$ cat src/rtl/key_debounce.sv
// key_debounce: synchronised, hold-time filtered front end for active-low push buttons.
// Each key reports a clean level, one-cycle press/release pulses and a press-toggled state.
module key_debounce #(
    parameter int unsigned KEY_NUM = 4,
    parameter int unsigned CNT_MAX = 1_000_000
) (
    input  logic               clk,
    input  logic               rst_n,
    input  logic [KEY_NUM-1:0] key,
    output logic [KEY_NUM-1:0] key_level,
    output logic [KEY_NUM-1:0] key_press,
    output logic [KEY_NUM-1:0] key_release,
    output logic [KEY_NUM-1:0] key_toggle
);

    localparam int unsigned   CntW    = (CNT_MAX > 1) ? $clog2(CNT_MAX) : 1;
    localparam logic [CntW-1:0] CntLast = CntW'(CNT_MAX - 1);

    typedef enum logic [1:0] {
        StIdle,
        StPressWait,
        StPressed,
        StReleaseWait
    } state_e;

    logic [KEY_NUM-1:0] s1_q;
    logic [KEY_NUM-1:0] s2_q;

    // Two-flop synchroniser; resets to released so reset exit never looks like a press.
    always_ff @(posedge clk or negedge rst_n) begin
        if (!rst_n) begin
            s1_q <= '1;
            s2_q <= '1;
        end else begin
            s1_q <= key;
            s2_q <= s1_q;
        end
    end

    for (genvar i = 0; i < KEY_NUM; i++) begin : g_key
        state_e          state_q, state_d;
        logic [CntW-1:0] cnt_q, cnt_d;
        logic            level_q, level_d;
        logic            press_q, press_d;
        logic            release_q, release_d;
        logic            toggle_q, toggle_d;
        logic            low;

        // s2 low means the key is currently held.
        assign low = ~s2_q[i];

        // Next-state logic: qualify each level change over CNT_MAX consecutive samples.
        always_comb begin
            state_d   = state_q;
            cnt_d     = cnt_q;
            level_d   = level_q;
            press_d   = 1'b0;
            release_d = 1'b0;
            toggle_d  = toggle_q;
            unique case (state_q)
                StIdle: begin
                    cnt_d = '0;
                    if (low) state_d = StPressWait;
                end
                StPressWait: begin
                    if (!low) begin
                        state_d = StIdle;
                        cnt_d   = '0;
                    end else if (cnt_q == CntLast) begin
                        state_d  = StPressed;
                        cnt_d    = '0;
                        level_d  = 1'b1;
                        press_d  = 1'b1;
                        toggle_d = ~toggle_q;
                    end else begin
                        cnt_d = cnt_q + CntW'(1);
                    end
                end
                StPressed: begin
                    cnt_d = '0;
                    if (!low) state_d = StReleaseWait;
                end
                StReleaseWait: begin
                    if (low) begin
                        state_d = StPressed;
                        cnt_d   = '0;
                    end else if (cnt_q == CntLast) begin
                        state_d   = StIdle;
                        cnt_d     = '0;
                        level_d   = 1'b0;
                        release_d = 1'b1;
                    end else begin
                        cnt_d = cnt_q + CntW'(1);
                    end
                end
                default: begin
                    state_d = StIdle;
                    cnt_d   = '0;
                end
            endcase
        end

        // State, counter and registered outputs; reset clears everything asynchronously.
        always_ff @(posedge clk or negedge rst_n) begin
            if (!rst_n) begin
                state_q   <= StIdle;
                cnt_q     <= '0;
                level_q   <= 1'b0;
                press_q   <= 1'b0;
                release_q <= 1'b0;
                toggle_q  <= 1'b0;
            end else begin
                state_q   <= state_d;
                cnt_q     <= cnt_d;
                level_q   <= level_d;
                press_q   <= press_d;
                release_q <= release_d;
                toggle_q  <= toggle_d;
            end
        end

        assign key_level[i]   = level_q;
        assign key_press[i]   = press_q;
        assign key_release[i] = release_q;
        assign key_toggle[i]  = toggle_q;
    end

endmodule

$ cat config.mk
export PLATFORM = sky130hd
export DESIGN_NAME = key_debounce
export DESIGN_NICKNAME = d
export VERILOG_FILES = /design/src/rtl/key_debounce.sv
export SDC_FILE = /design/constraint.sdc
export NUM_CORES = 1
export LEC_CHECK = 0
export ABC_AREA = 1
export CAP_MARGIN = 0
export CORE_MARGIN = 4
export CORE_UTILIZATION = 41
export DETAILED_ROUTE_END_ITERATION = 7
export DONT_BUFFER_PORTS = 1
export GPL_TIMING_DRIVEN = 0
export PLACE_DENSITY = 0.64
export RECOVER_POWER = 25
export SYNTH_ARGS = -nofsm -noshare
export SYNTH_HDL_FRONTEND = slang
export SYNTH_SLANG_ARGS = --single-unit
$ cat constraint.sdc
create_clock -name clk -period 2.3 [get_ports clk]
set_clock_uncertainty 0.2 [all_clocks]
set_input_delay 0 -clock clk [delete_from_list [all_inputs] [get_ports clk]]
set_output_delay 0 -clock clk [all_outputs]
set_load 0.01 [all_outputs]
; ---- Yosys cells after proc, flatten, opt, wreduce, memory -nomap -nowiden
; Cells that the tools add are included.
[totals]
inputBits = 6
word_cells = 194
register_bits = 112
[op_classes]
n_mux = 84
add_sub_neg = 4
bitwise = 8
n_eq_ne = 48
reduce_logical = 24
[op_table]
columns = cell, count
row1 = two-way mux 20 bit, 12
row2 = one-hot mux 20 bit (3 select lines), 4
row3 = "adder 20 x 1 -> 20 bit, second input constant", 4
row4 = "equality test 20 bit, second input constant", 4
row5 = two-way mux 2 bit, 24
row6 = "inequality test 2 bit, second input constant", 24
row7 = two-way mux 1 bit, 36
row8 = one-hot mux 2 bit (4 select lines), 4
row9 = "inequality test 3 bit, second input constant", 8
row10 = AND reduction 5 bit, 4
row11 = "equality test 2 bit, second input constant", 8
row12 = AND reduction 4 bit, 4
row13 = AND reduction 3 bit, 4
row14 = "equality test 2 x 1 -> 1 bit, second input constant", 4
row15 = logical NOT 2 bit, 4
row16 = NOT 1 bit, 8
row17 = one-hot mux 1 bit (2 select lines), 4
row18 = nonzero test 2 bit, 4
row19 = OR reduction 2 bit, 4

; ---- Longest topological paths before layout
; Gate-level depths: netlist of the first run.
[logic_depth]
word_depth = 4
ltp_mapped = 9
depth_no_buf = 9

; ---- Worst setup path after synthesis of the first run
; No wires, ideal clock.
[synth_path]
path_type = flip-flop to flip-flop
from = register g_key[2].cnt_q[0]
to = register g_key[2].cnt_q[0]
path_stages_with_launch = 10
path_slack_ns = 0.645
t_arrival_ns = 1.383
required_ns = 2.029
setup_ns = 0.071
path_cell_list = dfrtp_1 ha_1 nand3_4 clkinv_1 nand3_1 nor2_4 nor2_4 inv_4 buf_6 nor2_1
[synth_between]
elab_chain_len = 4
[synth_rtl]
columns = element, line
row1 = start: declaration, 42  ; logic [CntW-1:0] cnt_q, cnt_d;
row2 = start signal: assignment, 114  ; cnt_q <= cnt_d;
row3 = adder 20 x 1 -> 20 bit / equality test 20 bit (equally long branches), -
row4 = two-way mux 20 bit *, "69, 87"
row5 = "two-way mux 20 bit, on equally long branches", "84, 66"
row6 = one-hot mux 20 bit (3 select lines) *, 60  ; unique case (state_q)
row7 = net g_key[2].cnt_d[0], 42
; Mark *: on every way through the listed nets, which the timed path passes. The rest lies on a longest branch.
; A chain may end at the register's enable or synchronous reset.

; ---- Final worst setup path of the first run
[layout_path]
from = register g_key[0].cnt_q[0]
to = register g_key[0].cnt_q[8]
[layout_between]
elab_chain_len = 4
[layout_rtl]
columns = element, line
row1 = start: declaration, 42
row2 = start signal: assignment, 114
row3 = adder 20 x 1 -> 20 bit / equality test 20 bit (equally long branches), -
row4 = two-way mux 20 bit *, "69, 87"
row5 = "two-way mux 20 bit, on equally long branches", "84, 66"
row6 = one-hot mux 20 bit (3 select lines) *, 60
row7 = net g_key[0].cnt_d[8], 42
; Marks and branches as above.

==> impl_metrics.py, run 1 <==
metrics = {
    "outcome": {
        "status": "complete, but fails checks",
        "violations": "negative hold slack",
    },
    "sta": {
        "rsz0062_at_grt": "no",
        "fin_crit_ns": 1.99,
        "setup_viol": 0,
        "finalHoldViolCount": 112,
        "period_share_pct": 86.7,
        "max_freq_mhz": 501,
        "drv_slew": 0,
        "slew-limit-headroom_pct": 68.7,
        "whs_ns": -0.863,
        "fin_setup_tns_ns": 0,
        "tightest_slew_ns": 0.467,
    },
    "power": {
        "powerDensity_nw_per_um2": 534,
        "vdd_drop_max_mv": 0.366,
        "leakagePower_nw": 2.96,
        "fin_total_pwr_w": 0.00355,
    },
    "cells_and_area": {
        "final_layout_size_suffix_gt1_share_pct": 8.64,
        "postLayoutCoreUtil_pct": 45.7,
        "fin_area_um2": 6650,
        "final_common_cell": "nand2_1",
        "nFillCells": 1470,
        "multi_input_area_um2": 2710,
        "nets": 828,
        "antenna_cells": 0,
        "final_cell_mix": "nand2_1, nor2_1, dfrtp_1",
        "regArea_um2": 2810,
        "areaGrowthSynthToFinish_pct": 9.59,
    },
    "synth": {
        "ys_ff_latch": 112,
        "avgSynthCellArea_um2": 7.59,
        "synth_seq_area_share_pct": 46.4,
        "synth_cells": 799,
        "yosys_warnings": 0,
        "synth_nets": 809,
        "synth_area_um2": 6060,
        "yosysUniqueCellTypes": 34,
    },
    "floorplan": {
        "die_y_um": 130,
        "core_area_um2": 14500,
        "core.rowCount": 44,
        "die_w_um": 130,
        "initial_core_util_pct": 41.7,
        "top_level_ports": 22,
        "die_area_um2": 16800,
    },
    "run": {
        "cap_violations": 0,
    },
    "setup_path": {
        "r2r-end": "g_key[0].cnt_q[8]",
        "cp-end-kind": "register",
        "reg2reg_depth": 7,
        "cp-start-kind": "register",
        "crit_path_max_fanout": 10,
        "worstSetupPathType": "reg -> reg",
        "required_ns": 2.33,
        "r2r_start": "g_key[0].cnt_q[0]",
        "rrSetupSlack_ns": 0.31,
        "arrival_ns": 2.02,
        "crit_path_start": "g_key[0].cnt_q[0]",
    },
    "grt": {
        "grt_pass1_vias": 4378,
        "grt_max_degree": 113,
        "antenna_found_initial": 0,
        "gr-total-overflow": 0,
        "grt_pass1_wl_mm": 19.9,
        "grt_use_total_pct": 14.6,
    },
    "clock_network": {
        "cts_hold_buffers": 8,
        "clockRootBuffer": "clkbuf_16",
        "clkSinkCount": 112,
        "htreeDepth": 3,
        "clk_path_buf_depth": 2,
        "path_clk_slew_ns": 0.07,
        "cts_tree": "done",
        "cts_buffers": 9,
        "clk_latency_ns": 0.36,
    },
    "route": {
        "vias": 4788,
        "wl_mm": 11.5,
        "first_pass_iters": 5,
        "ant_nets": 0,
        "drt-initial-drc-count": 305,
        "via_per_inst": 4.76,
        "wl_per_cell_um": 11.4,
        "drc": 0,
    },
    "placement": {
        "place_hpwl_mm": 8.27,
        "routabilityCongestion": 0.853,
        "port_buffers": 0,
        "dpl_cell_area_um2": 6290,
    },
    "worst_hold_path": {
        "worstHoldPathType": "in -> async",
    },
}
[Yosys cell counts, drive strengths merged]
master	instances	area, µm²
a21o	2	15.0
a21oi	5	25.0
a22oi	1	7.51
a31oi	2	12.5
and2	1	6.26
buf	22	180
clkinv	1	3.75
dfrtp	104	2600
dfstp	8	210
ha	4	50.1
inv	96	363
nand2	200	771
nand3	48	283
nand3b	1	7.51
nand4	17	106
nor2	199	795
nor3	32	165
nor3b	2	37.5
nor4	3	18.8
o21ai	11	55.1
xnor2	11	96.3
xor2	29	254
[per-layer routing]
layer	up-vias	global-route usage [%]	share of wire, %
met5	-	0	0
met3	16	2.64	4.4
met2	81	23.1	45
li1	2505	-	-
met1	2186	19.8	49
met4	0	5.93	2.2
[logic make-up (layout without fill, tap and decap cells)]
logic type	after synthesis	after routing	share of synthesized area, %
DFF	112	112	46.4
adders and majority gates	4	4	0.825
xor gates and xnor gates	40	40	5.78
AOI/OAI and AO/OA	21	21	1.90
and+or+nand+nor	503	503	36.1
buffers and inverters	119	142	9.02
[through the flow]
step	setup WS (ns)	cells
after floorplan	0.645	799
after global placement	0.330	983
after detailed placement	0.299	983
after CTS	0.283	1006
after global routing	0.172	1006
final	0.306	1006
[registers in the layout, indices dropped and copies added (netlist names), named ones only]
name / cells
g_key.cnt_q: 80
g_key.level_q: 4
g_key.press_q: 4
g_key.release_q: 4
g_key.state_q: 4
g_key.toggle_q: 4
s1_q: 4
s2_q: 4
[how the worst max path moves through the flow]
stage                         to  slack (ns)  depth (start not counted)
2_1_floorplan  g_key[2].cnt_q[0]        0.65                          9
3_3_place_gp   g_key[0].cnt_q[8]        0.33                          7
3_5_place_dp   g_key[0].cnt_q[8]        0.30                          7
4_1_cts        g_key[0].cnt_q[8]        0.28                          7
5_1_grt        g_key[0].cnt_q[8]        0.17                          7
6_report       g_key[0].cnt_q[8]        0.31                          7
[area by class of cell]
type	instances	share of cell area [%]
plain buffers	22	2.71
clock buffers	9	3.39
clock inverters	6	0.697
inverters	97	5.52
multi-input cells	568	40.7
flip-flops and latches	112	42.3
well taps	184	3.46
repair buffers	8	1.20
[report_power, final]
part,switching [W],total [W],internal [W]
combinational,0.0000492,0.0000820,0.0000328
clock,0.000723,0.00146,0.000735
sequential,0.0000149,0.00201,0.00199
total,0.000788,0.00355,0.00276
[worst max-delay path: stages, from the launching register on]
cell	delay, ns
dfrtp_1	0.39
ha_1	0.19
nand3_1	0.17
nor2_1	0.22
nand3_1	0.12
nand2_1	0.21
buf_2	0.27
nor3_1	0.08
[timing repair]
item                                   4_1_cts  5_1_grt
buffers inserted                             0        0
endpoints found under the hold margin      116      112
gates resized for setup                      0        0
No activity file was read; power rests on OpenSTA's default activity.
==> run 2, diff against run 1 <==
Settings changed: PLACE_DENSITY 0.64 to 0.66.
Clock period 2.3 ns to 1.6 ns, I/O delays scaled along.
==> impl_metrics.py, run 2 (synthesis gave the netlist of run 1 again) <==
metrics = {
    "route": {
        "first_pass_iters": 5,
        "wl_per_cell_um": 13.0,
        "met1Wirelength_mm": 6.30,
        "drt-initial-drc-count": 338,
        "vias": 5194,
        "drc": 0,
        "via_per_inst": 4.89,
        "ant_nets": 0,
        "routed.top_layer": "met4",
        "dr_wl_met2_mm": 6.59,
        "wl_mm": 13.8,
        "route.met3.wl_um": 685,
    },
    "sta": {
        "whs_ns": -0.863,
        "setup_viol": 61,
        "rsz0062_at_grt": "yes",
        "tightest_slew_ns": 0.340,
        "finalHoldViolCount": 112,
        "setup_ws_ns": -0.0757,
        "period_share_pct": 105,
        "max_freq_mhz": 597,
        "slew-limit-headroom_pct": 77.1,
        "fin_crit_ns": 1.68,
        "drv_slew": 0,
        "fin_setup_tns_ns": -2.35,
    },
    "floorplan": {
        "die_w_um": 130,
        "core.rowCount": 44,
        "die_y_um": 130,
        "core_area_um2": 14500,
        "top_level_ports": 22,
        "die_area_um2": 16800,
        "initial_core_util_pct": 41.7,
    },
    "cells_and_area": {
        "antenna_cells": 0,
        "final_common_cell": "nand2_1",
        "areaGrowthSynthToFinish_pct": 30.6,
        "final_layout_size_suffix_gt1_share_pct": 30.2,
        "nets": 883,
        "final_cell_mix": "nand2_1, nor2_1, dfrtp_1",
        "largest_reg_flops": 80,
        "regMostFlops": "g_key.cnt_q",
        "fin_area_um2": 7920,
    },
    "clock_network": {
        "cts_hold_buffers": 8,
        "clk_latency_ns": 0.36,
        "clkSinkCount": 112,
        "htreeDepth": 3,
        "clk_path_buf_depth": 2,
        "cts_tree": "done",
        "cts_buffers": 9,
        "path_clk_slew_ns": 0.08,
        "clockRootBuffer": "clkbuf_16",
    },
    "grt": {
        "grt_pass1_wl_mm": 21.5,
        "grt_pass1_vias": 4551,
        "gr-total-overflow": 0,
        "grt_use_total_pct": 15.9,
        "grt_max_degree": 113,
        "antenna_found_initial": 0,
    },
    "power": {
        "switching_share_pct": 21.6,
        "intPower_w": 0.00423,
        "power_frac_clock_pct": 42.4,
        "leakagePower_nw": 3.41,
        "seq_power_share_pct": 53.6,
        "pwr-share-comb_pct": 4.0,
        "vdd_drop_max_mv": 0.571,
        "powerDensity_nw_per_um2": 681,
        "power.switching_w": 0.00117,
        "fin_total_pwr_w": 0.00539,
    },
    "setup_path": {
        "reg2reg_depth": 7,
        "worstSetupPathType": "reg -> reg",
        "cp-start-kind": "register",
        "crit_path_max_fanout": 10,
        "arrival_ns": 1.72,
        "r2r_start": "g_key[2].cnt_q[8]",
        "r2r-end": "g_key[2].cnt_q[3]",
        "crit_chain": "nor3_1 > nand3_1 > nor2_4 > nor2_4 > inv_4 > buf_8 > nor2_1",
        "cpPeakStageDelay_ns": 0.46,
        "crit_top_cell": "nor2_4",
        "rrSetupSlack_ns": -0.08,
        "critPathSlowestCell": "dfrtp_1",
        "required_ns": 1.64,
        "cp-end-kind": "register",
    },
    "placement": {
        "routabilityCongestion": 0.889,
        "dpl_cell_area_um2": 6320,
        "place_hpwl_mm": 8.54,
        "port_buffers": 0,
    },
    "outcome": {
        "status": "complete, but fails checks",
        "violations": "negative hold slack, negative setup slack",
    },
    "worst_hold_path": {
        "worstHoldPathType": "in -> async",
    },
    "run": {
        "cap_violations": 0,
    },
}
-- run 2: worst max path at each step --
stage | slack (ns) | cells after the start | startpoint | end
after floorplan | -0.03 | 6 | g_key[1].cnt_q[0] | g_key[1].cnt_q[14]
after global placement | -0.30 | 7 | g_key[0].cnt_q[0] | g_key[0].cnt_q[8]
after detailed placement | -0.32 | 7 | g_key[0].cnt_q[0] | g_key[0].cnt_q[8]
after CTS | -0.08 | 9 | g_key[2].cnt_q[0] | g_key[2].cnt_q[0]
after global routing | -0.18 | 8 | g_key[3].cnt_q[13] | g_key[3].press_q
final | -0.08 | 7 | g_key[2].cnt_q[8] | g_key[2].cnt_q[3]
-- run 2: metrics by stage --
| stage | worst slack (ns) | hold slack, ns | utilization, % | instances |
|---|---|---|---|---|
| detailed placement | -0.320 | -0.493 | 43.5 | 983 |
| global route | -0.176 | -0.888 | 54.5 | 1062 |
| global placement | -0.302 | -0.491 | 43.5 | 983 |
| finish | -0.0757 | -0.863 | 54.5 | 1062 |
| floorplan | -0.0302 | -0.496 | - | 799 |
| CTS | -0.0750 | -0.886 | 49.1 | 1032 |
-- run 2: what timing repair did --
item | 4_1_cts | 5_1_grt
pin swaps | 15 | 56
resized for setup | 58 | 158
endpoints found under the setup margin | 97 | 101
hold endpoints to repair | 116 | 112
gates cloned | 0 | 2
buffers inserted | 25 | 29
-- run 2: power by group through the flow --
stage | Sequential (W) | Clock (W) | Combinational, W
after floorplan | 0.00293 | 0 | 0.0000838
after global placement | 0.00294 | 0 | 0.000107
after detailed placement | 0.00294 | 0 | 0.000108
after CTS | 0.00289 | 0.00236 | 0.000157
after global routing | 0.00289 | 0.00245 | 0.000235
final | 0.00289 | 0.00229 | 0.000216
-- run 2: routing by layer --
layer,vias to the layer above,global-route usage [%]
met5,-,0
met1,2453,21.5
met3,17,4.33
met2,116,25.2
li1,2608,-
met4,0,4.58
-- run 2: layout make-up --
class / instances / area (µm²)
Inverter: 97 / 387
Timing Repair Buffer: 63 / 591
Multi-Input combinational cell: 568 / 3400
Tap cell: 184 / 230
Clock buffer: 13 / 250
Clock inverter: 3 / 43.8
Fill cell: 1313 / 6620
Sequential cell: 112 / 2830
Buffer: 22 / 194
-- run 2: worst max-delay path: cells and delay by family (launching register included) --
| family | cells | cell delay (ns) |
|---|---|---|
| flip-flops | 1 | 0.46 |
| AND/OR/NAND/NOR | 5 | 0.68 |
| buffers and inverters | 2 | 0.24 |
==> run 3, diff against run 2 <==
Settings changed: CORE_UTILIZATION 41 to 58, PLACE_DENSITY 0.66 to 0.85.
==> impl_metrics.py, run 3 (synthesis gave the netlist of run 1 again) <==
metrics = {
    "power": {
        "powerDensity_nw_per_um2": 619,
        "seq_power_share_pct": 61.0,
        "leakagePower_nw": 3.33,
        "intPower_w": 0.00368,
        "power_frac_clock_pct": 35.1,
        "fin_total_pwr_w": 0.00474,
        "power.switching_w": 0.00106,
        "vdd_drop_max_mv": 0.529,
        "pwr-share-comb_pct": 3.9,
        "switching_share_pct": 22.4,
    },
    "sta": {
        "whs_ns": -0.898,
        "period_share_pct": 106,
        "rsz0062_at_grt": "yes",
        "max_freq_mhz": 589,
        "setup_ws_ns": -0.0983,
        "setup_viol": 54,
        "finalHoldViolCount": 112,
        "fin_setup_tns_ns": -2.17,
        "drv_slew": 0,
        "fin_crit_ns": 1.70,
        "tightest_slew_ns": 0.372,
        "slew-limit-headroom_pct": 75.1,
    },
    "floorplan": {
        "core_area_um2": 10200,
        "initial_core_util_pct": 59.3,
        "die_area_um2": 12200,
        "die_w_um": 110,
        "die_y_um": 110,
        "core.rowCount": 37,
        "top_level_ports": 22,
    },
    "grt": {
        "grt_pass1_vias": 4782,
        "grt_max_degree": 113,
        "gr-total-overflow": 0,
        "grt_use_total_pct": 22.0,
        "grt_pass1_wl_mm": 21.3,
        "antenna_found_initial": 0,
    },
    "route": {
        "wl_mm": 14.8,
        "vias": 5518,
        "drc": 0,
        "wl_per_cell_um": 14.5,
        "drt-initial-drc-count": 357,
        "first_pass_iters": 5,
        "ant_nets": 0,
        "via_per_inst": 5.40,
    },
    "clock_network": {
        "cts_hold_buffers": 8,
        "clk_latency_ns": 0.38,
        "clkSinkCount": 112,
        "clk_path_buf_depth": 2,
        "clockRootBuffer": "clkbuf_8",
        "cts_buffers": 9,
        "path_clk_slew_ns": 0.10,
        "cts_tree": "done",
        "htreeDepth": 3,
    },
    "setup_path": {
        "r2r_start": "g_key[2].cnt_q[0]",
        "crit_path_start": "g_key[2].cnt_q[0]",
        "worstSetupPathType": "reg -> reg",
        "cp-end-kind": "register",
        "crit_path_max_fanout": 6,
        "cp-start-kind": "register",
        "arrival_ns": 1.76,
        "cpPeakStageDelay_ns": 0.41,
        "crit_buf_inv": 3,
        "required_ns": 1.67,
        "crit_chain": "ha_4 > nand3_4 > clkinv_4 > nand3_4 > nor2_4 > nor2_4 > inv_4 > buf_6 > nor2_2",
        "path_delay_family": "simple AND/OR/NAND/NOR gates",
        "critPathSlowestCell": "dfrtp_1",
    },
    "placement": {
        "routabilityCongestion": 0.929,
        "port_buffers": 0,
        "place_hpwl_mm": 7.94,
        "place_ws_ns": -0.279,
    },
    "run": {
        "cap_violations": 0,
    },
    "cells_and_area": {
        "areaGrowthSynthToFinish_pct": 26.2,
        "antenna_cells": 0,
        "nets": 891,
        "postLayoutCoreUtil_pct": 74.8,
        "regMostFlops": "g_key.cnt_q",
        "final_common_cell": "nand2_1",
        "largest_reg_flops": 80,
        "final_layout_size_suffix_gt1_share_pct": 31.5,
        "final_cell_mix": "nand2_1, nor2_1, dfrtp_1",
    },
    "outcome": {
        "status": "complete, but fails checks",
        "violations": "negative hold slack, negative setup slack",
    },
    "worst_hold_path": {
        "worstHoldPathType": "in -> async",
    },
}
[run 3: cell count changes in the layout (fill, tap and decap cells not counted), moves of 6 or more]
cell / change
buf_4: +12
nand2_2: +6
nor2_4: -12
inv_2: +6
clkbuf_16: -11
nor2_1: +12
dfrtp_2: +8
dfrtp_1: -8
clkbuf_8: +8
[run 3: area by class of cell]
type	count	area, µm²
Buffer	22	193
Clock buffer	13	139
Clock inverter	3	43.8
Fill cell	668	2580
Inverter	97	374
Multi-Input combinational cell	568	3300
Sequential cell	112	2840
Tap cell	136	170
Timing Repair Buffer	71	596
[run 3: power groups by stage]
stage | combinational (W) | clock, W | sequential (W)
after floorplan | 0.0000838 | 0 | 0.00293
after global placement | 0.000102 | 0 | 0.00294
after detailed placement | 0.000105 | 0 | 0.00294
after CTS | 0.000145 | 0.00168 | 0.00288
after global routing | 0.000200 | 0.00179 | 0.00289
final | 0.000184 | 0.00166 | 0.00289
[run 3: through the flow]
step | cell area [µm²] | cells
after global routing | 7650 | 1022
final | 7650 | 1022
after global placement | 6260 | 935
after floorplan | 6090 | 799
after CTS | 6990 | 992
after detailed placement | 6260 | 935
[run 3: metal layers]
layer | part of all wire, % | track usage [%]
met1 | 42 | 29.4
met2 | 50 | 36.1
met3 | 5.9 | 4.83
met4 | 2.4 | 6.60
met5 | 0 | 0
[run 3: path summary, 6_finish.rpt]
path,to,cells past startpoint,slack [ns]
max,g_key[2].cnt_q[4],9,-0.1
min,g_key[0].cnt_q[16],0,-0.90
max reg2reg,g_key[2].cnt_q[4],9,-0.1
min reg2reg,s2_q[1],0,0.16
max in group asynchronous,s2_q[2],0,1.86
min in group clk,s2_q[1],0,0.16
[run 3: timing repair]
item / in CTS / in global routing
pin swaps: 18 / 37
hold endpoints to repair: 116 / 112
cloned: 1 / 1
resized for setup: 63 / 136
endpoints found under the setup margin: 94 / 97
setup buffers: 32 / 29
